File: src/rtl/cp0_exc_seq.sv
// CP0 exception sequencer: picks one request per instruction boundary and walks
// it through an ISSUE cycle (exception/eret strobe) and a REDIRECT cycle (PC load).
module cp0_exc_seq #(
    parameter int SYNC_STAGES = 2,
    parameter int CNT_W       = 16
) (
    input  logic             clk,
    input  logic             rst,
    input  logic             instr_done,
    input  logic             syscall_req,
    input  logic             break_req,
    input  logic             teq_req,
    input  logic             eret_req,
    input  logic             ext_intr,
    input  logic [31:0]      status,
    output logic             exception,
    output logic [4:0]       cause,
    output logic             eret,
    output logic             stall,
    output logic             pc_redirect,
    output logic             intr_pending,
    output logic [CNT_W-1:0] exc_cnt
);

    localparam logic [4:0] CAUSE_INT = 5'd0;
    localparam logic [4:0] CAUSE_SYS = 5'd8;
    localparam logic [4:0] CAUSE_BRK = 5'd9;
    localparam logic [4:0] CAUSE_TEQ = 5'd13;

    typedef enum logic [1:0] {
        IDLE     = 2'd0,
        ISSUE    = 2'd1,
        REDIRECT = 2'd2
    } state_t;

    state_t     state_q, state_d;
    logic [4:0] sel_cause_q, sel_cause_d;
    logic       sel_eret_q, sel_eret_d;
    logic       take_intr;

    logic [SYNC_STAGES-1:0] sync_q;
    logic                   edge_q;
    logic                   intr_rise;

    // Only bit 0 (IE) of Status matters here.
    logic unused_status;
    assign unused_status = ^status[31:1];

    // ------------------------------------------------------------------
    // External interrupt: synchronizer chain, edge detect, pending latch
    // ------------------------------------------------------------------
    always_ff @(posedge clk or negedge rst) begin
        if (!rst) begin
            sync_q <= '0;
            edge_q <= 1'b0;
        end else begin
            sync_q <= {sync_q[SYNC_STAGES-2:0], ext_intr};
            edge_q <= sync_q[SYNC_STAGES-1];
        end
    end

    assign intr_rise = sync_q[SYNC_STAGES-1] & ~edge_q;

    // A fresh edge wins over the clear, so an interrupt arriving in the cycle
    // the previous one is taken is not lost.
    always_ff @(posedge clk or negedge rst) begin
        if (!rst) begin
            intr_pending <= 1'b0;
        end else if (intr_rise) begin
            intr_pending <= 1'b1;
        end else if (take_intr) begin
            intr_pending <= 1'b0;
        end
    end

    // ------------------------------------------------------------------
    // Sequencer FSM
    // Contract with the main controller: instr_done is a one-cycle boundary
    // pulse that is only honoured while stall=0; once a request is accepted
    // stall stays high until the PC has loaded the CP0 address.
    // ------------------------------------------------------------------
    always_ff @(posedge clk or negedge rst) begin
        if (!rst) begin
            state_q     <= IDLE;
            sel_cause_q <= 5'd0;
            sel_eret_q  <= 1'b0;
        end else begin
            state_q     <= state_d;
            sel_cause_q <= sel_cause_d;
            sel_eret_q  <= sel_eret_d;
        end
    end

    always_comb begin
        state_d     = state_q;
        sel_cause_d = sel_cause_q;
        sel_eret_d  = sel_eret_q;
        take_intr   = 1'b0;
        case (state_q)
            IDLE: begin
                if (instr_done) begin
                    if (syscall_req) begin
                        state_d     = ISSUE;
                        sel_cause_d = CAUSE_SYS;
                        sel_eret_d  = 1'b0;
                    end else if (break_req) begin
                        state_d     = ISSUE;
                        sel_cause_d = CAUSE_BRK;
                        sel_eret_d  = 1'b0;
                    end else if (teq_req) begin
                        state_d     = ISSUE;
                        sel_cause_d = CAUSE_TEQ;
                        sel_eret_d  = 1'b0;
                    end else if (eret_req) begin
                        state_d     = ISSUE;
                        sel_cause_d = CAUSE_INT;
                        sel_eret_d  = 1'b1;
                    end else if (intr_pending && status[0]) begin
                        state_d     = ISSUE;
                        sel_cause_d = CAUSE_INT;
                        sel_eret_d  = 1'b0;
                        take_intr   = 1'b1;
                    end
                end
            end
            ISSUE:    state_d = REDIRECT;
            REDIRECT: state_d = IDLE;
            default:  state_d = IDLE;
        endcase
    end

    // Outputs decode straight from the state register so reset clears them
    // without waiting for a clock edge.
    always_comb begin
        exception   = 1'b0;
        eret        = 1'b0;
        cause       = 5'd0;
        stall       = 1'b0;
        pc_redirect = 1'b0;
        case (state_q)
            ISSUE: begin
                stall     = 1'b1;
                exception = ~sel_eret_q;
                eret      = sel_eret_q;
                cause     = sel_eret_q ? 5'd0 : sel_cause_q;
            end
            REDIRECT: begin
                stall       = 1'b1;
                pc_redirect = 1'b1;
            end
            default: ;
        endcase
    end

    // ------------------------------------------------------------------
    // Exception pulse counter, saturating; eret is not an exception.
    // ------------------------------------------------------------------
    always_ff @(posedge clk or negedge rst) begin
        if (!rst) begin
            exc_cnt <= '0;
        end else if (exception && (exc_cnt != {CNT_W{1'b1}})) begin
            exc_cnt <= exc_cnt + 1'b1;
        end
    end

endmodule

File: config.mk
export PLATFORM = sky130hd
export DESIGN_NAME = cp0_exc_seq
export DESIGN_NICKNAME = d
export VERILOG_FILES = /design/src/rtl/cp0_exc_seq.sv
export SDC_FILE = /design/constraint.sdc
export NUM_CORES = 1
export LEC_CHECK = 0
export ABC_AREA = 1
export CORE_ASPECT_RATIO = 0.75
export CORE_MARGIN = 2
export CORE_UTILIZATION = 50
export CTS_CLUSTER_DIAMETER = 80
export DETAILED_ROUTE_END_ITERATION = 12
export DONT_BUFFER_PORTS = 1
export HOLD_SLACK_MARGIN = 0.02
export MAX_ROUTING_LAYER = met4
export PLACE_DENSITY_LB_ADDON = 0.05
export SYNTH_ARGS = -nofsm -noshare
export SYNTH_HDL_FRONTEND = slang
export SYNTH_SLANG_ARGS = --single-unit
File: constraint.sdc
create_clock -name clk -period 1.9 [get_ports clk]
set_clock_uncertainty 0.2 [all_clocks]
set_input_delay 0.19 -clock clk [delete_from_list [all_inputs] [get_ports clk]]
set_output_delay 0.19 -clock clk [all_outputs]
set_load 0.01 [all_outputs]
==> flow_summary_export.csv <==
group,metric,value,unit
route,drc,0,
critical_path,crit_slowest_cell,"dfrtp_1",
synthesis,synthCells,199,
finish,antenna_cells,0,
critical_path,crit_chain,"inv_2 -> ha_1 -> inv_1 -> nor2_4 -> inv_4 -> nor2_4",
sta,fmax,559,MHz
sta,finalHoldViolCount,0,
grt,grt_overflow,0,
clock_network,clkLatencyLatePin,270,ps
critical_path,cpMostUsedCell,"nor2_4",
synthesis,ys_seq_area_share,42.3,%
sta,drv_slew,0,
synthesis,avgSynthCellArea,7.72,um^2
grt,grtUsageTotal,21.6,%
synthesis,netlist.area_leader.share,42.3,%
placement,io_buffers,0,
power,power_density,1050,nW/um^2
die,die_w,68.0,um
clock_network,cts_setup_buffers,0,
finish,fin_util,61.7,%
power,p_leak,0.821,nW
grt,antenna_found_initial,0,
synthesis,synth_top_cell_by_area,"dfrtp_1",
route,wl_per_cell,12.3,um
finish,final_cells,256,
finish,layout-drive-gt1-share,17.9,%
clock_network,cts.sinks,26,
sta,setup_viol,0,
sta,fin_crit_sh,94.2,%
hold_path,min_path_type,"in2reg",
critical_path,crit_path_end_kind,"output pin",
finish,nFillCells,248,
clock_network,cts_tree,"done",
route,ant_nets,0,
placement,dp.final_hpwl,2370,um
finish,syn2layout_area_growth,17.9,%
synthesis,synthesis.area,1540,um^2
clock_network,clockBufferDepth,2,
critical_path,cp.required,1510,ps
clock_network,cts_htree_levels,1,
route,first_pass_iters,4,
grt,grt_max_degree,27,
job,max-cap-violations,0,
clock_network,clockRootBuffer,"clkbuf_8",
synthesis,ys_seq_elements,26,
critical_path,path_buf_inv,3,
die,dieArea,3540,um^2
sta,min_period,1790,ps
die,num_rows,17,
grt,grt_pass1_wl,5520,um
finish,multi_input_area,787,um^2
critical_path,slowest_delay,410,ps
grt,grt_pass1_vias,1246,
route,first_iter_violations,65,
power,peakVddDrop,578,uV
critical_path,worstPathMaxFanout,5,
finish,ff_latch_area,651,um^2
critical_path,critPathKind,"reg2out",
finish,nets,265,
clock_network,cts_buffers,3,
placement,gp_congestion,0.791,
critical_path,start_kind,"flip-flop",
outcome,status,"finished clean",
route,viasPerCell,4.90,
route,finalWirelength,3140,um
synthesis,synthDistinctLibCells,20,
sta,rsz0062_at_grt,"true",
critical_path,crit_arrival,1400,ps
synthesis,synth_area_leaders,"dfrtp_1, nand2_1, inv_1",
die,coreArea,2940,um^2
die,fp.dieH,52.0,um
die,io_pins,66,
synthesis,ys_warn_count,0,
placement,place_inst,242,
critical_path,crit_family,"flip-flops",
route,num_vias,1254,
die,initial_core_util,52.3,%
clock_network,clk_pin_slew,80,ps
[stage by stage]
stage	hold WS [ps]	instance area, um^2	total power, mW	setup slack [ps]	TNS, ps
5_1_grt	73.2	1810	2.06	-7.08	-7.08
3_5_place_dp	-305	1620	1.52	145	0
3_3_place_gp	-305	1620	1.48	201	0
2_1_floorplan	-306	1540	1.30	225	0
6_report	44.5	1810	1.90	110	0
4_1_cts	28.7	1790	1.88	23.6	0
[flip-flops by register name, summed over array words and instances (netlist names)]
register      flops
state_q           2
intr_pending      1
sync_q            2
edge_q            1
sel_cause_q       3
sel_eret_q        1
exc_cnt          16
[power breakdown]
group | internal (mW) | switching (mW) | total (mW)
Clock | 0.142 | 0.163 | 0.305
Sequential | 0.654 | 0.0999 | 0.754
Combinational | 0.329 | 0.513 | 0.842
Total | 1.13 | 0.776 | 1.90
[cell type report]
type / instances / area share (%)
repair buffers: 19 / 10.6
well taps: 38 / 2.62
flip-flops and latches: 26 / 35.9
inverters: 24 / 5.11
multi-input cells: 146 / 43.4
clock buffers: 3 / 2.28
[repair_timing]
item                                    in CTS  in global routing
hold buffers                                11                  0
endpoints found under the setup margin       3                  4
resized for setup                            4                  8
hold endpoints to repair                    33                  0
pin swaps                                    0                  0
[metal layers]
metal	wire, um	track usage [%]
met2	1450	35.1
met4	21	4.00
met3	152	6.49
met1	1520	26.9
met5	0	-
[synthesized netlist by cell type]
cell type,n
a21boi_0,1
buf_4,2
buf_6,2
conb_1,1
dfrtp_1,26
ha_1,5
inv_1,24
nand2_1,70
nand2_2,4
nand3_1,9
nand4_1,6
nor2_1,18
nor2_2,3
nor2_4,4
o21ai_0,6
o21ai_1,1
o21ai_2,8
o21bai_1,1
xnor2_1,5
xor2_1,3
[cell families after synthesis]
family                   synth area share, %
adder cells (fa/ha/maj)                 4.07
buffers and inverters                   8.31
flip-flops                              42.3
XOR/XNOR                                4.56
other                                  0.244
AND/OR/NAND/NOR                         32.7
AO/OA/AOI/OAI                           7.82
[worst min-delay path, delay by kind of cell]
kind | cells | cell delay [ps]
buffers and inverters | 1 | 40
AO/OA/AOI/OAI | 1 | 70
AND/OR/NAND/NOR | 3 | 160
[worst paths after layout]
check / start / end / slack, ps / cells past startpoint
min in group asynchronous: rst / exc_cnt[14] / 150 / 2
max in group asynchronous: rst / exc_cnt[1] / 1190 / 2
setup reg to reg: state_q[0] / sel_eret_q / 130 / 7
hold reg to reg: sync_q[0] / sync_q[1] / 150 / 0
hold / removal: instr_done / intr_pending / 40 / 5
setup / recovery: state_q[1] / cause[2] / 110 / 6
[layout by cell type (no fill, tap or decap), types with 2 or more instances in the layout]
| master | n |
|---|---|
| nand2_1 | 70 |
| dfrtp_1 | 26 |
| inv_1 | 20 |
| nor2_1 | 15 |
| dlygate4sd3_1 | 10 |
| nand3_1 | 9 |
| o21ai_2 | 8 |
| nor2_4 | 7 |
| buf_4 | 7 |
| nand4_1 | 6 |
| o21ai_0 | 6 |
| xnor2_1 | 5 |
| nand2_2 | 4 |
| ha_1 | 4 |
| inv_2 | 3 |
| nor2_2 | 3 |
| xor2_1 | 3 |
| clkbuf_8 | 3 |
| conb_1 | 2 |
| buf_12 | 2 |
(Power assumes the default switching activity.)
